==> config.mk <==
export PLATFORM = sky130hd
export DESIGN_NAME = uart_tx_frame
export DESIGN_NICKNAME = d
export VERILOG_FILES = /design/src/rtl/uart_tx_frame.sv
export SDC_FILE = /design/constraint.sdc
export NUM_CORES = 1
export LEC_CHECK = 0
export CAP_MARGIN = 20
export CORE_UTILIZATION = 35
export CTS_CLUSTER_DIAMETER = 50
export DETAILED_ROUTE_END_ITERATION = 10
export GPL_ROUTABILITY_DRIVEN = 0
export PLACE_DENSITY_LB_ADDON = 0.2
export SLEW_MARGIN = 0
export SYNTH_ARGS = -nofsm -noshare
export SYNTH_HDL_FRONTEND = slang
export SYNTH_SLANG_ARGS = --single-unit
export TNS_END_PERCENT = 20
==> constraint.sdc <==
create_clock -name CLK -period 3.95 [get_ports CLK]
set_input_delay 0.79 -clock CLK [delete_from_list [all_inputs] [get_ports CLK]]
set_output_delay 0.79 -clock CLK [all_outputs]
set_load 0.1 [all_outputs]
==> src/rtl/uart_tx_frame.sv <==
// uart_tx_frame: UART transmitter, start + 8 data LSB-first + optional parity + stop, prescale CLK cycles per bit.
module uart_tx_frame #(
    parameter int DATA_WIDTH     = 8,
    parameter int PRESCALE_WIDTH = 6
) (
    input  logic                      CLK,
    input  logic                      RST,
    input  logic [DATA_WIDTH-1:0]     P_DATA,
    input  logic                      DATA_VALID,
    input  logic                      PAR_EN,
    input  logic                      PAR_TYP,
    input  logic [PRESCALE_WIDTH-1:0] prescale,
    output logic                      TX_OUT,
    output logic                      busy
);
    localparam int IW = (DATA_WIDTH > 1) ? $clog2(DATA_WIDTH) : 1;
    typedef enum logic [2:0] {IDLE, START, DATA, PARITY, STOP} state_t;
    state_t                    r_state, w_state_nxt;
    logic [PRESCALE_WIDTH-1:0] r_cnt, w_cnt_nxt, r_pre, w_pre_nxt, w_top;
    logic [IW-1:0]             r_idx, w_idx_nxt;
    logic [DATA_WIDTH-1:0]     r_data, w_data_nxt;
    logic                      r_par_en, w_par_en_nxt, r_par_typ, w_par_typ_nxt;
    logic                      r_tx, w_tx_nxt, r_busy, w_busy_nxt, w_last;
    // prescale=0 behaves as 1: every cycle is a bit boundary
    assign w_top  = (r_pre == '0) ? '0 : r_pre - PRESCALE_WIDTH'(1);
    assign w_last = r_cnt >= w_top;
    assign TX_OUT = r_tx;
    assign busy   = r_busy;
    always_ff @(posedge CLK or negedge RST) begin
        if (!RST) begin
            r_state   <= IDLE;
            r_cnt     <= '0;
            r_idx     <= '0;
            r_pre     <= '0;
            r_data    <= '0;
            r_par_en  <= 1'b0;
            r_par_typ <= 1'b0;
            r_tx      <= 1'b1;
            r_busy    <= 1'b0;
        end else begin
            r_state   <= w_state_nxt;
            r_cnt     <= w_cnt_nxt;
            r_idx     <= w_idx_nxt;
            r_pre     <= w_pre_nxt;
            r_data    <= w_data_nxt;
            r_par_en  <= w_par_en_nxt;
            r_par_typ <= w_par_typ_nxt;
            r_tx      <= w_tx_nxt;
            r_busy    <= w_busy_nxt;
        end
    end
    always_comb begin
        w_state_nxt   = r_state;
        w_cnt_nxt     = w_last ? '0 : r_cnt + PRESCALE_WIDTH'(1);
        w_idx_nxt     = r_idx;
        w_pre_nxt     = r_pre;
        w_data_nxt    = r_data;
        w_par_en_nxt  = r_par_en;
        w_par_typ_nxt = r_par_typ;
        case (r_state)
            IDLE: begin
                w_cnt_nxt = '0;
                w_idx_nxt = '0;
                if (DATA_VALID) begin
                    w_state_nxt   = START;
                    w_data_nxt    = P_DATA;
                    w_par_en_nxt  = PAR_EN;
                    w_par_typ_nxt = PAR_TYP;
                    w_pre_nxt     = prescale;
                end
            end
            START:  if (w_last) w_state_nxt = DATA;
            DATA: begin
                if (w_last) begin
                    if (r_idx == IW'(DATA_WIDTH - 1))
                        w_state_nxt = r_par_en ? PARITY : STOP;
                    else
                        w_idx_nxt = r_idx + IW'(1);
                end
            end
            PARITY: if (w_last) w_state_nxt = STOP;
            STOP:   if (w_last) w_state_nxt = IDLE;
            default: w_state_nxt = IDLE;
        endcase
        // outputs are derived from the next state so they register in step with it
        w_busy_nxt = w_state_nxt != IDLE;
        w_tx_nxt   = (w_state_nxt == START)  ? 1'b0 :
                     (w_state_nxt == DATA)   ? r_data[w_idx_nxt] :
                     (w_state_nxt == PARITY) ? (^r_data) ^ r_par_typ : 1'b1;
    end
endmodule

==> results of run 1 <==
## power by group
part           total, mW  internal (mW)  switching [mW]
combinational       1.01          0.489           0.516
clock              0.252          0.142           0.110
sequential         0.574          0.445           0.129
## critical path, delay by kind of cell, from the launching register on
family | cells | cell delay (ns)
multiplexers | 1 | 0.38
flip-flops | 1 | 0.40
adder cells (fa/ha/maj) | 1 | 0.34
AO/OA/AOI/OAI | 6 | 1.25
AND/OR/NAND/NOR | 4 | 0.78
## flip-flops by register name (all words and copies together), names as in the netlist
register	count
r_par_typ	1
r_pre	6
TX_OUT	1
busy	1
r_state	3
r_cnt	6
r_idx	3
r_par_en	1
r_data	8
## metal layers
metal  track usage, %  part of all wire, %  vias up
li1                 -                    -      605
met1             19.3                   47      582
met2             22.3                   47       21
met3             2.67                  2.7       10
met4             9.59                  3.4        0
met5                0                    0        -
## layout make-up
cell class	count	share of cell area [%]
multi-input cells	116	44.0
flip-flops and latches	30	36.1
repair buffers	22	10.3
clock buffers	8	4.32
well taps	67	4.02
inverters	7	1.26
## synthesized netlist by cell type, types with 2 or more instances
cell	number	share of area (%)
sky130_fd_sc_hd__dfrtp_1	29	42
sky130_fd_sc_hd__mux2_2	15	9.9
sky130_fd_sc_hd__nand2_1	13	2.9
sky130_fd_sc_hd__nor2_1	13	2.9
sky130_fd_sc_hd__xnor2_1	10	5.1
sky130_fd_sc_hd__ha_1	9	6.6
sky130_fd_sc_hd__a21oi_1	8	2.3
sky130_fd_sc_hd__inv_1	7	1.5
sky130_fd_sc_hd__o21ai_0	6	1.8
sky130_fd_sc_hd__xor2_1	4	2.1
sky130_fd_sc_hd__nand3_1	3	0.88
sky130_fd_sc_hd__nor3_1	3	0.88
sky130_fd_sc_hd__buf_2	2	0.59
sky130_fd_sc_hd__nand3b_1	2	0.88
## final timing paths
kind	to	depth (start not counted)
worst max-delay path	TX_OUT	12
worst min-delay path	r_cnt[0]	1
worst max register to register	TX_OUT	12
worst min register to register	r_cnt[0]	1
max in group asynchronous	TX_OUT	2
min in group asynchronous	r_state[1]	2
## cell families after synthesis
family                     count (synthesis)  share of synthesized area [%]
DFF                                       30                           44.0
xor gates and xnor gates                  14                           7.18
buffers and inverters                     10                           2.34
muxes                                     16                           10.5
and+or+nand+nor                           47                           14.3
adders and majority gates                  9                           6.59
AOI/OAI and AO/OA                         30                           15.1
==> report_table.html, run 1 <==
<table>
<tr><th>Metric</th><th>Value</th></tr>
<tr><th colspan="2">Final layout</th></tr>
<tr><td>Layout cells sized above 1</td><td>18.6%</td></tr>
<tr><td>Commonest non-fill, non-tap cell in the layout</td><td>sky130_fd_sc_hd__dfrtp_1</td></tr>
<tr><td>Finished Layout Cells</td><td>250</td></tr>
<tr><td>Multi-input logic area</td><td>916 µm²</td></tr>
<tr><td># diodes</td><td>0</td></tr>
<tr><td>Filler Cells Inserted</td><td>446</td></tr>
<tr><td>End-of-flow core utilization</td><td>44.1%</td></tr>
<tr><td>Final Instance Area</td><td>2080 µm²</td></tr>
<tr><td>Area used by sequential logic in the layout</td><td>752 µm²</td></tr>
<tr><td>Syn-to-layout area delta</td><td>22.0%</td></tr>
<tr><td>Total Nets Final</td><td>210</td></tr>
<tr><td>Most frequent cells in the layout</td><td>29 x sky130_fd_sc_hd__dfrtp_1, 20 x sky130_fd_sc_hd__clkdlybuf4s50_1, 15 x sky130_fd_sc_hd__mux2_2</td></tr>
<tr><th colspan="2">Route</th></tr>
<tr><td>Routed vias/inst</td><td>4.87</td></tr>
<tr><td>Vias after detailed routing</td><td>1218</td></tr>
<tr><td>TritonRoute pass-1 iters</td><td>4</td></tr>
<tr><td>Number of DRC violations after detailed routing</td><td>0</td></tr>
<tr><td>First-iteration detailed-routing DRC count</td><td>58</td></tr>
<tr><td>Total wire length after detailed routing</td><td>3170 µm</td></tr>
<tr><td>Post-route antenna net violation count</td><td>0</td></tr>
<tr><td>Wire length per cell</td><td>12.7 µm</td></tr>
<tr><th colspan="2">Clock network</th></tr>
<tr><td>Quantity of hold-fixing buffers added after cts</td><td>0</td></tr>
<tr><td>Setup bufs post-CTS</td><td>0</td></tr>
<tr><td>CTS-repair resized insts</td><td>0</td></tr>
<tr><td>Clock transition at the registers of the reported paths</td><td>0.07 ns</td></tr>
<tr><td>Clock insertion delay at the later pin of the skew report</td><td>0.29 ns</td></tr>
<tr><td>Maximum clock insertion buffer count</td><td>2</td></tr>
<tr><td>CTS sink count</td><td>30</td></tr>
<tr><td>Clock root buffer</td><td>sky130_fd_sc_hd__clkbuf_8</td></tr>
<tr><td>Clock tree from TritonCTS</td><td>built</td></tr>
<tr><td>H-Tree Depth</td><td>2</td></tr>
<tr><td>Clock buffer count from CTS</td><td>5</td></tr>
<tr><th colspan="2">Timing</th></tr>
<tr><td>Number of slew-limit violations in the final report</td><td>0</td></tr>
<tr><td>Number of setup violations in the final report</td><td>0</td></tr>
<tr><td>Max Freq</td><td>311 MHz</td></tr>
<tr><td>Final-report hold violation count</td><td>0</td></tr>
<tr><td>RSZ-0062 raised after global routing</td><td>no</td></tr>
<tr><td>Post-layout worst setup margin</td><td>0.736 ns</td></tr>
<tr><td>Final critical-path share of the clock period</td><td>81.4%</td></tr>
<tr><td>Worst slew margin relative to its limit</td><td>35.4%</td></tr>
<tr><td>Setup TNS</td><td>0 ns</td></tr>
<tr><td>Worst clock skew</td><td>0.0114 ns</td></tr>
<tr><td>Final worst hold slack</td><td>0.492 ns</td></tr>
<tr><td>Pin slew with the least headroom to its limit</td><td>0.966 ns</td></tr>
<tr><td>Min Clock Period, post-route</td><td>3.21 ns</td></tr>
<tr><th colspan="2">Synthesis</th></tr>
<tr><td>Avg Synthesized Cell Area</td><td>10.9 µm²</td></tr>
<tr><td>Number of instances in the synthesized netlist</td><td>156</td></tr>
<tr><td>Post-synth EDFFs</td><td>0</td></tr>
<tr><td>Combined area of all synthesized cells</td><td>1710 µm²</td></tr>
<tr><td>Number of distinct library cell variants in the gate-level netlist after synthesis</td><td>46</td></tr>
<tr><td>Portion of the post-synthesis area used by sequential elements</td><td>44.0%</td></tr>
<tr><td>Async set or reset register ratio after synthesis</td><td>100%</td></tr>
<tr><td>Syn_nets</td><td>184</td></tr>
<tr><td>Warnings, synthesis</td><td>0</td></tr>
<tr><td>Number of synthesized register bits</td><td>30</td></tr>
<tr><td>Prevailing post-synth register cell</td><td>sky130_fd_sc_hd__dfrtp_1</td></tr>
<tr><th colspan="2">GRT</th></tr>
<tr><td>Largest net degree at the start of global routing</td><td>31</td></tr>
<tr><td>Initial antenna violation count</td><td>0</td></tr>
<tr><td>Overflow left after global routing</td><td>0</td></tr>
<tr><td>Combined global-route utilization of all metal layers</td><td>14.7%</td></tr>
<tr><td>Wire length of the first global-routing pass</td><td>5730 µm</td></tr>
<tr><td>Number of global-route vias before repair</td><td>1229</td></tr>
<tr><th colspan="2">Floorplan</th></tr>
<tr><td>Die width</td><td>71.9 µm</td></tr>
<tr><td>Total Die Area</td><td>5160 µm²</td></tr>
<tr><td>Ports placed on the boundary</td><td>21</td></tr>
<tr><td>Initial Utilization</td><td>36.2%</td></tr>
<tr><td>Area of the placeable core</td><td>4720 µm²</td></tr>
<tr><td>Die height</td><td>71.9 µm</td></tr>
<tr><td>Std cell rows</td><td>25</td></tr>
<tr><th colspan="2">Worst setup path</th></tr>
<tr><td>Type of the setup path with the least slack</td><td>flip-flop to flip-flop</td></tr>
<tr><td>Crit start category</td><td>flip-flop</td></tr>
<tr><td>Sequence of cells on the critical path</td><td>nor3_1 &gt; nand3_1 &gt; nor3_1 &gt; a21oi_1 &gt; ha_1 &gt; a21oi_1 &gt; o221ai_2 &gt; a31o_1 &gt; nor2_2 &gt; mux2_2 &gt; a41oi_2 &gt; a2bb2oi_2</td></tr>
<tr><td>Critical-path maximum fanout</td><td>8</td></tr>
<tr><td>Origin of the worst setup path</td><td>r_pre[4]</td></tr>
<tr><td>Worst endpoint data arrival time</td><td>3.43 ns</td></tr>
<tr><td>Critical Path Slowest Stage Cell</td><td>sky130_fd_sc_hd__dfrtp_1</td></tr>
<tr><td>Delay of the slowest cell on the worst path</td><td>0.40 ns</td></tr>
<tr><td>Required time of the critical path</td><td>4.17 ns</td></tr>
<tr><td>Internal reg-to-reg setup slack</td><td>0.74 ns</td></tr>
<tr><td>CP endpoint kind</td><td>flip-flop</td></tr>
<tr><td>Reg-to-Reg Start</td><td>r_pre[4]</td></tr>
<tr><th colspan="2">Place</th></tr>
<tr><td>Detailed placer's ending HPWL</td><td>2390 µm</td></tr>
<tr><td>IO buf count</td><td>20</td></tr>
<tr><td>Instance count after placement with tap cells included</td><td>242</td></tr>
<tr><td>Post-placement cell area</td><td>1990 µm²</td></tr>
<tr><td>Pre-CTS worst setup slack</td><td>0.762 ns</td></tr>
<tr><th colspan="2">Power and ir drop</th></tr>
<tr><td>Leakage</td><td>0.891 nW</td></tr>
<tr><td>Total power density per cell area</td><td>879 nW/µm²</td></tr>
<tr><td>Worst-case vdd ir drop</td><td>0.000307 V</td></tr>
<tr><td>Total power</td><td>1.83 mW</td></tr>
<tr><th colspan="2">Run status</th></tr>
<tr><td>Result of the run</td><td>completed</td></tr>
<tr><th colspan="2">Hold path</th></tr>
<tr><td>Startpoint of the worst hold path</td><td>r_cnt[0]</td></tr>
<tr><td>Worst min-delay path class</td><td>flip-flop to flip-flop</td></tr>
<tr><th colspan="2">Flow run</th></tr>
<tr><td>Maximum capacitance violations</td><td>0</td></tr>
</table>
(Power assumes the default switching activity.)
==> run 2, diff against run 1 <==
clock period = 2.7 ns   (was 3.95 ns; I/O delays follow)
==> report_table.html, run 2 (synthesized netlist as in run 1, its figures left out) <==
<table>
<tr><th>Metric</th><th>Value</th></tr>
<tr><th colspan="2">GRT</th></tr>
<tr><td>Overflow left after global routing</td><td>0</td></tr>
<tr><td>Combined global-route utilization of all metal layers</td><td>15.1%</td></tr>
<tr><td>Initial antenna violation count</td><td>0</td></tr>
<tr><td>Wire length of the first global-routing pass</td><td>5870 µm</td></tr>
<tr><td>Largest net degree at the start of global routing</td><td>31</td></tr>
<tr><td>Number of global-route vias before repair</td><td>1322</td></tr>
<tr><th colspan="2">Clock network</th></tr>
<tr><td>Clock transition at the registers of the reported paths</td><td>0.06 ns</td></tr>
<tr><td>Clock buffer count from CTS</td><td>5</td></tr>
<tr><td>Clock root buffer</td><td>sky130_fd_sc_hd__clkbuf_8</td></tr>
<tr><td>Maximum clock insertion buffer count</td><td>2</td></tr>
<tr><td>Clock tree from TritonCTS</td><td>built</td></tr>
<tr><td>H-Tree Depth</td><td>2</td></tr>
<tr><td>Quantity of hold-fixing buffers added after cts</td><td>0</td></tr>
<tr><td>Clock insertion delay at the later pin of the skew report</td><td>0.28 ns</td></tr>
<tr><td>CTS sink count</td><td>30</td></tr>
<tr><th colspan="2">Worst setup path</th></tr>
<tr><td>Worst endpoint data arrival time</td><td>3.11 ns</td></tr>
<tr><td>Reg-to-Reg Start</td><td>r_pre[2]</td></tr>
<tr><td>Reg2reg path depth</td><td>12</td></tr>
<tr><td>Origin of the worst setup path</td><td>r_pre[2]</td></tr>
<tr><td>Type of the setup path with the least slack</td><td>flip-flop to flip-flop</td></tr>
<tr><td>Required time of the critical path</td><td>2.91 ns</td></tr>
<tr><td>Termination of the worst setup path</td><td>TX_OUT</td></tr>
<tr><td>Reg-to-Reg End</td><td>TX_OUT</td></tr>
<tr><td>Critical-path maximum fanout</td><td>4</td></tr>
<tr><td>CP endpoint kind</td><td>flip-flop</td></tr>
<tr><td>Internal reg-to-reg setup slack</td><td>-0.20 ns</td></tr>
<tr><td>Crit start category</td><td>flip-flop</td></tr>
<tr><th colspan="2">Timing</th></tr>
<tr><td>Pin slew with the least headroom to its limit</td><td>0.473 ns</td></tr>
<tr><td>Number of setup violations in the final report</td><td>2</td></tr>
<tr><td>Worst slew margin relative to its limit</td><td>68.2%</td></tr>
<tr><td>Min Clock Period, post-route</td><td>2.90 ns</td></tr>
<tr><td>Max Freq</td><td>345 MHz</td></tr>
<tr><td>Setup TNS</td><td>-0.248 ns</td></tr>
<tr><td>Post-layout worst setup margin</td><td>-0.196 ns</td></tr>
<tr><td>Final-report hold violation count</td><td>0</td></tr>
<tr><td>RSZ-0062 raised after global routing</td><td>yes</td></tr>
<tr><td>Number of slew-limit violations in the final report</td><td>0</td></tr>
<tr><td>Worst clock skew</td><td>0.00461 ns</td></tr>
<tr><td>Final critical-path share of the clock period</td><td>107%</td></tr>
<tr><th colspan="2">Run status</th></tr>
<tr><td>Violated checks</td><td>setup timing</td></tr>
<tr><td>Result of the run</td><td>complete, but fails checks</td></tr>
<tr><th colspan="2">Floorplan</th></tr>
<tr><td>Ports placed on the boundary</td><td>21</td></tr>
<tr><td>Initial Utilization</td><td>36.2%</td></tr>
<tr><td>Die height</td><td>71.9 µm</td></tr>
<tr><td>Total Die Area</td><td>5160 µm²</td></tr>
<tr><td>Area of the placeable core</td><td>4720 µm²</td></tr>
<tr><td>Std cell rows</td><td>25</td></tr>
<tr><td>Die width</td><td>71.9 µm</td></tr>
<tr><th colspan="2">Route</th></tr>
<tr><td>Post-route antenna net violation count</td><td>0</td></tr>
<tr><td>Number of DRC violations after detailed routing</td><td>0</td></tr>
<tr><td>Met3 routed WL</td><td>86 µm</td></tr>
<tr><td>TritonRoute pass-1 iters</td><td>4</td></tr>
<tr><td>Routed vias/inst</td><td>4.89</td></tr>
<tr><td>Vias after detailed routing</td><td>1292</td></tr>
<tr><td>Top layer in use</td><td>met4</td></tr>
<tr><td>Wire length per cell</td><td>13.0 µm</td></tr>
<tr><td>First-iteration detailed-routing DRC count</td><td>39</td></tr>
<tr><td>Total wire length after detailed routing</td><td>3430 µm</td></tr>
<tr><td>Length of routed met2 wiring</td><td>1690 µm</td></tr>
<tr><td>Met1 wire length</td><td>1590 µm</td></tr>
<tr><th colspan="2">Place</th></tr>
<tr><td>IO buf count</td><td>20</td></tr>
<tr><td>Instance count after placement with tap cells included</td><td>256</td></tr>
<tr><td>Detailed placer's ending HPWL</td><td>2590 µm</td></tr>
<tr><th colspan="2">Flow run</th></tr>
<tr><td>Maximum capacitance violations</td><td>0</td></tr>
<tr><th colspan="2">Final layout</th></tr>
<tr><td>Commonest non-fill, non-tap cell in the layout</td><td>sky130_fd_sc_hd__dfrtp_1</td></tr>
<tr><td>Top reg by flops</td><td>r_data</td></tr>
<tr><td>Layout cells sized above 1</td><td>29.4%</td></tr>
<tr><td>Syn-to-layout area delta</td><td>31.1%</td></tr>
<tr><td># diodes</td><td>0</td></tr>
<tr><td>End-of-flow core utilization</td><td>47.4%</td></tr>
<tr><td>Filler Cells Inserted</td><td>456</td></tr>
<tr><td>Regs by FF count</td><td>r_data x8, r_cnt x6, r_pre x6</td></tr>
<tr><td>Most frequent cells in the layout</td><td>29 x sky130_fd_sc_hd__dfrtp_1, 18 x sky130_fd_sc_hd__clkdlybuf4s50_1, 17 x sky130_fd_sc_hd__buf_4</td></tr>
<tr><td>Max FFs per register</td><td>8</td></tr>
<tr><td>Finished Layout Cells</td><td>264</td></tr>
<tr><td>Total Nets Final</td><td>224</td></tr>
<tr><th colspan="2">Power and ir drop</th></tr>
<tr><td>Total power density per cell area</td><td>1320 nW/µm²</td></tr>
<tr><td>Power Internal</td><td>1.74 mW</td></tr>
<tr><td>Power dissipated by switching net loads</td><td>1.22 mW</td></tr>
<tr><td>Power share of the combinational group</td><td>59.5%</td></tr>
<tr><td>Leakage</td><td>0.967 nW</td></tr>
<tr><td>Switching Share</td><td>41.2%</td></tr>
<tr><td>Proportion of power drawn by the clock network</td><td>12.3%</td></tr>
<tr><td>Worst-case vdd ir drop</td><td>0.000526 V</td></tr>
<tr><td>Fraction of power consumed by sequential logic</td><td>28.2%</td></tr>
<tr><td>Total power</td><td>2.95 mW</td></tr>
<tr><th colspan="2">Hold path</th></tr>
<tr><td>Worst min-delay path class</td><td>flip-flop to flip-flop</td></tr>
<tr><td>Startpoint of the worst hold path</td><td>r_cnt[0]</td></tr>
</table>
## run 2: worst min path at each step
stage	end	depth (start not counted)
after floorplan	busy	0
after global placement	r_cnt[0]	1
after detailed placement	r_cnt[0]	1
after CTS	r_cnt[0]	1
after global routing	r_cnt[0]	1
final	r_cnt[0]	1
## run 2: power by group through the flow
stage | Combinational [mW] | Clock [mW] | Sequential (mW)
2_1_floorplan | 1.25 | 0 | 0.870
3_3_place_gp | 1.65 | 0 | 0.830
3_5_place_dp | 1.71 | 0 | 0.842
4_1_cts | 1.78 | 0.382 | 0.835
5_1_grt | 1.93 | 0.400 | 0.863
6_report | 1.76 | 0.362 | 0.833
## run 2: final cells by class
class | instances | area [µm²] | area share, %
multi-input combinational | 116 | 967 | 43.2
sequential | 30 | 752 | 33.6
timing repair buffer | 36 | 319 | 14.2
clock buffer | 7 | 86.3 | 3.85
tap | 67 | 83.8 | 3.74
inverter | 7 | 26.3 | 1.17
clock inverter | 1 | 5.00 | 0.223
## run 2: layer usage
layer | up-vias | track usage (%)
li1 | 634 | -
met1 | 631 | 18.2
met2 | 22 | 25.9
met3 | 5 | 2.95
met4 | 0 | 7.19
met5 | - | 0
## run 2: what timing repair did
action	in CTS	in global routing
resized for setup	4	0
setup buffers	0	0
endpoints found under the setup margin	2	3
pin swaps	1	0
## run 2: worst max-delay path: stages, from the launching register on
cell and delay [ns]:
sky130_fd_sc_hd__dfrtp_1 0.42, sky130_fd_sc_hd__nor3_2 0.22, sky130_fd_sc_hd__nand3_1 0.12, sky130_fd_sc_hd__nor3_1 0.15, sky130_fd_sc_hd__a21oi_1 0.09, sky130_fd_sc_hd__ha_1 0.38
sky130_fd_sc_hd__nand4_4 0.14, sky130_fd_sc_hd__o221a_4 0.30, sky130_fd_sc_hd__o41ai_4 0.33, sky130_fd_sc_hd__nand2_1 0.09, sky130_fd_sc_hd__mux2_4 0.28, sky130_fd_sc_hd__a41oi_2 0.19
sky130_fd_sc_hd__a2bb2oi_2 0.14
## run 2: through the flow
stage | hold WS, ns | instance area [µm²] | setup slack, ns
after floorplan | 0.244 | 1740 | -0.0260
after global placement | 0.481 | 2130 | -0.114
after detailed placement | 0.485 | 2130 | -0.194
after CTS | 0.494 | 2240 | -0.198
after global routing | 0.534 | 2240 | -0.361
final | 0.495 | 2240 | -0.196
==> run 3, diff against run 2 <==
SKIP_CTS_REPAIR_TIMING = 1   (was not set)
==> report_table.html, run 3 (synthesized netlist as in run 1, its figures left out) <==
<table>
<tr><th>Metric</th><th>Value</th></tr>
<tr><th colspan="2">Clock network</th></tr>
<tr><td>Clock tree from TritonCTS</td><td>built</td></tr>
<tr><td>Clock transition at the registers of the reported paths</td><td>0.06 ns</td></tr>
<tr><td>Clock insertion delay at the later pin of the skew report</td><td>0.28 ns</td></tr>
<tr><td>Clock root buffer</td><td>sky130_fd_sc_hd__clkbuf_8</td></tr>
<tr><td>Clock buffer count from CTS</td><td>5</td></tr>
<tr><td>H-Tree Depth</td><td>2</td></tr>
<tr><td>CTS sink count</td><td>30</td></tr>
<tr><td>Maximum clock insertion buffer count</td><td>2</td></tr>
<tr><th colspan="2">Floorplan</th></tr>
<tr><td>Die height</td><td>71.9 µm</td></tr>
<tr><td>Die width</td><td>71.9 µm</td></tr>
<tr><td>Total Die Area</td><td>5160 µm²</td></tr>
<tr><td>Std cell rows</td><td>25</td></tr>
<tr><td>Initial Utilization</td><td>36.2%</td></tr>
<tr><td>Ports placed on the boundary</td><td>21</td></tr>
<tr><td>Area of the placeable core</td><td>4720 µm²</td></tr>
<tr><th colspan="2">Place</th></tr>
<tr><td>IO buf count</td><td>20</td></tr>
<tr><td>Detailed placer's ending HPWL</td><td>2590 µm</td></tr>
<tr><th colspan="2">Worst setup path</th></tr>
<tr><td>Worst endpoint data arrival time</td><td>3.11 ns</td></tr>
<tr><td>Reg2reg path depth</td><td>12</td></tr>
<tr><td>Type of the setup path with the least slack</td><td>flip-flop to flip-flop</td></tr>
<tr><td>Reg-to-Reg End</td><td>TX_OUT</td></tr>
<tr><td>Critical-path maximum fanout</td><td>4</td></tr>
<tr><td>Internal reg-to-reg setup slack</td><td>-0.20 ns</td></tr>
<tr><td>Required time of the critical path</td><td>2.91 ns</td></tr>
<tr><td>Crit start category</td><td>flip-flop</td></tr>
<tr><td>Reg-to-Reg Start</td><td>r_pre[2]</td></tr>
<tr><td>Delay of the slowest cell on the worst path</td><td>0.42 ns</td></tr>
<tr><td>Critical path buffer and inverter count</td><td>0</td></tr>
<tr><td>Critical Path Slowest Stage Cell</td><td>sky130_fd_sc_hd__dfrtp_1</td></tr>
<tr><td>Kind of cell adding the most delay to the critical path</td><td>compound AO/OA/AOI/OAI gates</td></tr>
<tr><td>Sequence of cells on the critical path</td><td>nor3_2 &gt; nand3_1 &gt; nor3_1 &gt; a21oi_1 &gt; ha_1 &gt; nand4_4 &gt; o221a_4 &gt; o41ai_4 &gt; nand2_1 &gt; mux2_4 &gt; a41oi_2 &gt; a2bb2oi_2</td></tr>
<tr><td>CP endpoint kind</td><td>flip-flop</td></tr>
<tr><th colspan="2">Timing</th></tr>
<tr><td>Final-report hold violation count</td><td>0</td></tr>
<tr><td>Worst slew margin relative to its limit</td><td>69.0%</td></tr>
<tr><td>Number of setup violations in the final report</td><td>2</td></tr>
<tr><td>RSZ-0062 raised after global routing</td><td>yes</td></tr>
<tr><td>Min Clock Period, post-route</td><td>2.90 ns</td></tr>
<tr><td>Final critical-path share of the clock period</td><td>107%</td></tr>
<tr><td>Setup TNS</td><td>-0.246 ns</td></tr>
<tr><td>Post-layout worst setup margin</td><td>-0.196 ns</td></tr>
<tr><td>Worst clock skew</td><td>0.00641 ns</td></tr>
<tr><td>Number of slew-limit violations in the final report</td><td>0</td></tr>
<tr><td>Pin slew with the least headroom to its limit</td><td>0.462 ns</td></tr>
<tr><td>Max Freq</td><td>345 MHz</td></tr>
<tr><th colspan="2">Route</th></tr>
<tr><td>Wire length per cell</td><td>13.1 µm</td></tr>
<tr><td>Number of DRC violations after detailed routing</td><td>0</td></tr>
<tr><td>TritonRoute pass-1 iters</td><td>4</td></tr>
<tr><td>Vias after detailed routing</td><td>1298</td></tr>
<tr><td>First-iteration detailed-routing DRC count</td><td>53</td></tr>
<tr><td>Post-route antenna net violation count</td><td>0</td></tr>
<tr><td>Total wire length after detailed routing</td><td>3450 µm</td></tr>
<tr><td>Routed vias/inst</td><td>4.92</td></tr>
<tr><th colspan="2">Final layout</th></tr>
<tr><td>Most frequent cells in the layout</td><td>29 x sky130_fd_sc_hd__dfrtp_1, 18 x sky130_fd_sc_hd__clkdlybuf4s50_1, 17 x sky130_fd_sc_hd__buf_4</td></tr>
<tr><td>Total Nets Final</td><td>224</td></tr>
<tr><td>Commonest non-fill, non-tap cell in the layout</td><td>sky130_fd_sc_hd__dfrtp_1</td></tr>
<tr><td>Layout cells sized above 1</td><td>29.9%</td></tr>
<tr><td>Max FFs per register</td><td>8</td></tr>
<tr><td># diodes</td><td>0</td></tr>
<tr><td>Regs by FF count</td><td>r_data x8, r_cnt x6, r_pre x6</td></tr>
<tr><td>Filler Cells Inserted</td><td>455</td></tr>
<tr><td>End-of-flow core utilization</td><td>47.5%</td></tr>
<tr><td>Syn-to-layout area delta</td><td>31.4%</td></tr>
<tr><td>Top reg by flops</td><td>r_data</td></tr>
<tr><th colspan="2">Power and ir drop</th></tr>
<tr><td>Total power density per cell area</td><td>1320 nW/µm²</td></tr>
<tr><td>Worst-case vdd ir drop</td><td>0.000529 V</td></tr>
<tr><td>Power share of the combinational group</td><td>59.5%</td></tr>
<tr><td>Proportion of power drawn by the clock network</td><td>12.3%</td></tr>
<tr><td>Switching Share</td><td>41.3%</td></tr>
<tr><td>Power dissipated by switching net loads</td><td>1.22 mW</td></tr>
<tr><td>Leakage</td><td>0.968 nW</td></tr>
<tr><td>Power Internal</td><td>1.74 mW</td></tr>
<tr><td>Total power</td><td>2.96 mW</td></tr>
<tr><td>Fraction of power consumed by sequential logic</td><td>28.1%</td></tr>
<tr><th colspan="2">Hold path</th></tr>
<tr><td>Hold EP</td><td>r_cnt[0]</td></tr>
<tr><td>Count of cells along the worst hold path</td><td>1</td></tr>
<tr><td>Startpoint of the worst hold path</td><td>r_cnt[0]</td></tr>
<tr><td>Worst min-delay path class</td><td>flip-flop to flip-flop</td></tr>
<tr><th colspan="2">Run status</th></tr>
<tr><td>Result of the run</td><td>complete, but fails checks</td></tr>
<tr><td>Violated checks</td><td>setup timing</td></tr>
<tr><th colspan="2">GRT</th></tr>
<tr><td>Wire length of the first global-routing pass</td><td>5830 µm</td></tr>
<tr><td>Combined global-route utilization of all metal layers</td><td>15.0%</td></tr>
<tr><td>Initial antenna violation count</td><td>0</td></tr>
<tr><td>Overflow left after global routing</td><td>0</td></tr>
<tr><td>Number of global-route vias before repair</td><td>1304</td></tr>
<tr><td>Largest net degree at the start of global routing</td><td>31</td></tr>
<tr><th colspan="2">Flow run</th></tr>
<tr><td>Maximum capacitance violations</td><td>0</td></tr>
</table>
## run 3: cell counts in the layout (fill, tap and decap cells not counted)
Identical to the previous run, type by type.
## run 3: how the worst max path moves through the flow
stage / start / slack (ns) / cells past startpoint / to
floorplan: r_pre[2] / -0.03 / 12 / TX_OUT
global placement: r_pre[2] / -0.11 / 12 / TX_OUT
detailed placement: r_pre[2] / -0.19 / 12 / TX_OUT
CTS: r_pre[2] / -0.22 / 12 / TX_OUT
global route: r_pre[2] / -0.36 / 12 / TX_OUT
finish: r_pre[2] / -0.20 / 12 / TX_OUT
## run 3: metrics by stage
step	cells	worst slack (ns)	instance area [µm²]	hold WS, ns
4_1_cts	264	-0.222	2220	0.494
6_report	264	-0.196	2240	0.492
2_1_floorplan	156	-0.0260	1740	0.244
3_3_place_gp	256	-0.114	2130	0.481
3_5_place_dp	256	-0.194	2130	0.485
5_1_grt	264	-0.359	2240	0.534
## run 3: power groups by stage
stage | Combinational (mW) | Sequential, mW | Clock, mW
after floorplan | 1.25 | 0.870 | 0
after global placement | 1.65 | 0.830 | 0
after detailed placement | 1.71 | 0.842 | 0
after CTS | 1.72 | 0.834 | 0.382
after global routing | 1.94 | 0.864 | 0.400
final | 1.76 | 0.833 | 0.366
## run 3: layout make-up
type	instances	area, µm²	area share, %
multi-input cells	116	972	43.3
flip-flops and latches	30	752	33.5
repair buffers	36	319	14.2
clock buffers	7	86.3	3.85
well taps	67	83.8	3.73
inverters	7	26.3	1.17
clock inverters	1	5.00	0.223
## run 3: routing by layer
metal	vias to the layer above	track usage [%]	share of wire, %
met5	-	0	0
met4	0	7.19	1.8
met1	637	18.3	46
li1	635	-	-
met2	21	25.3	49
met3	5	2.95	2.5
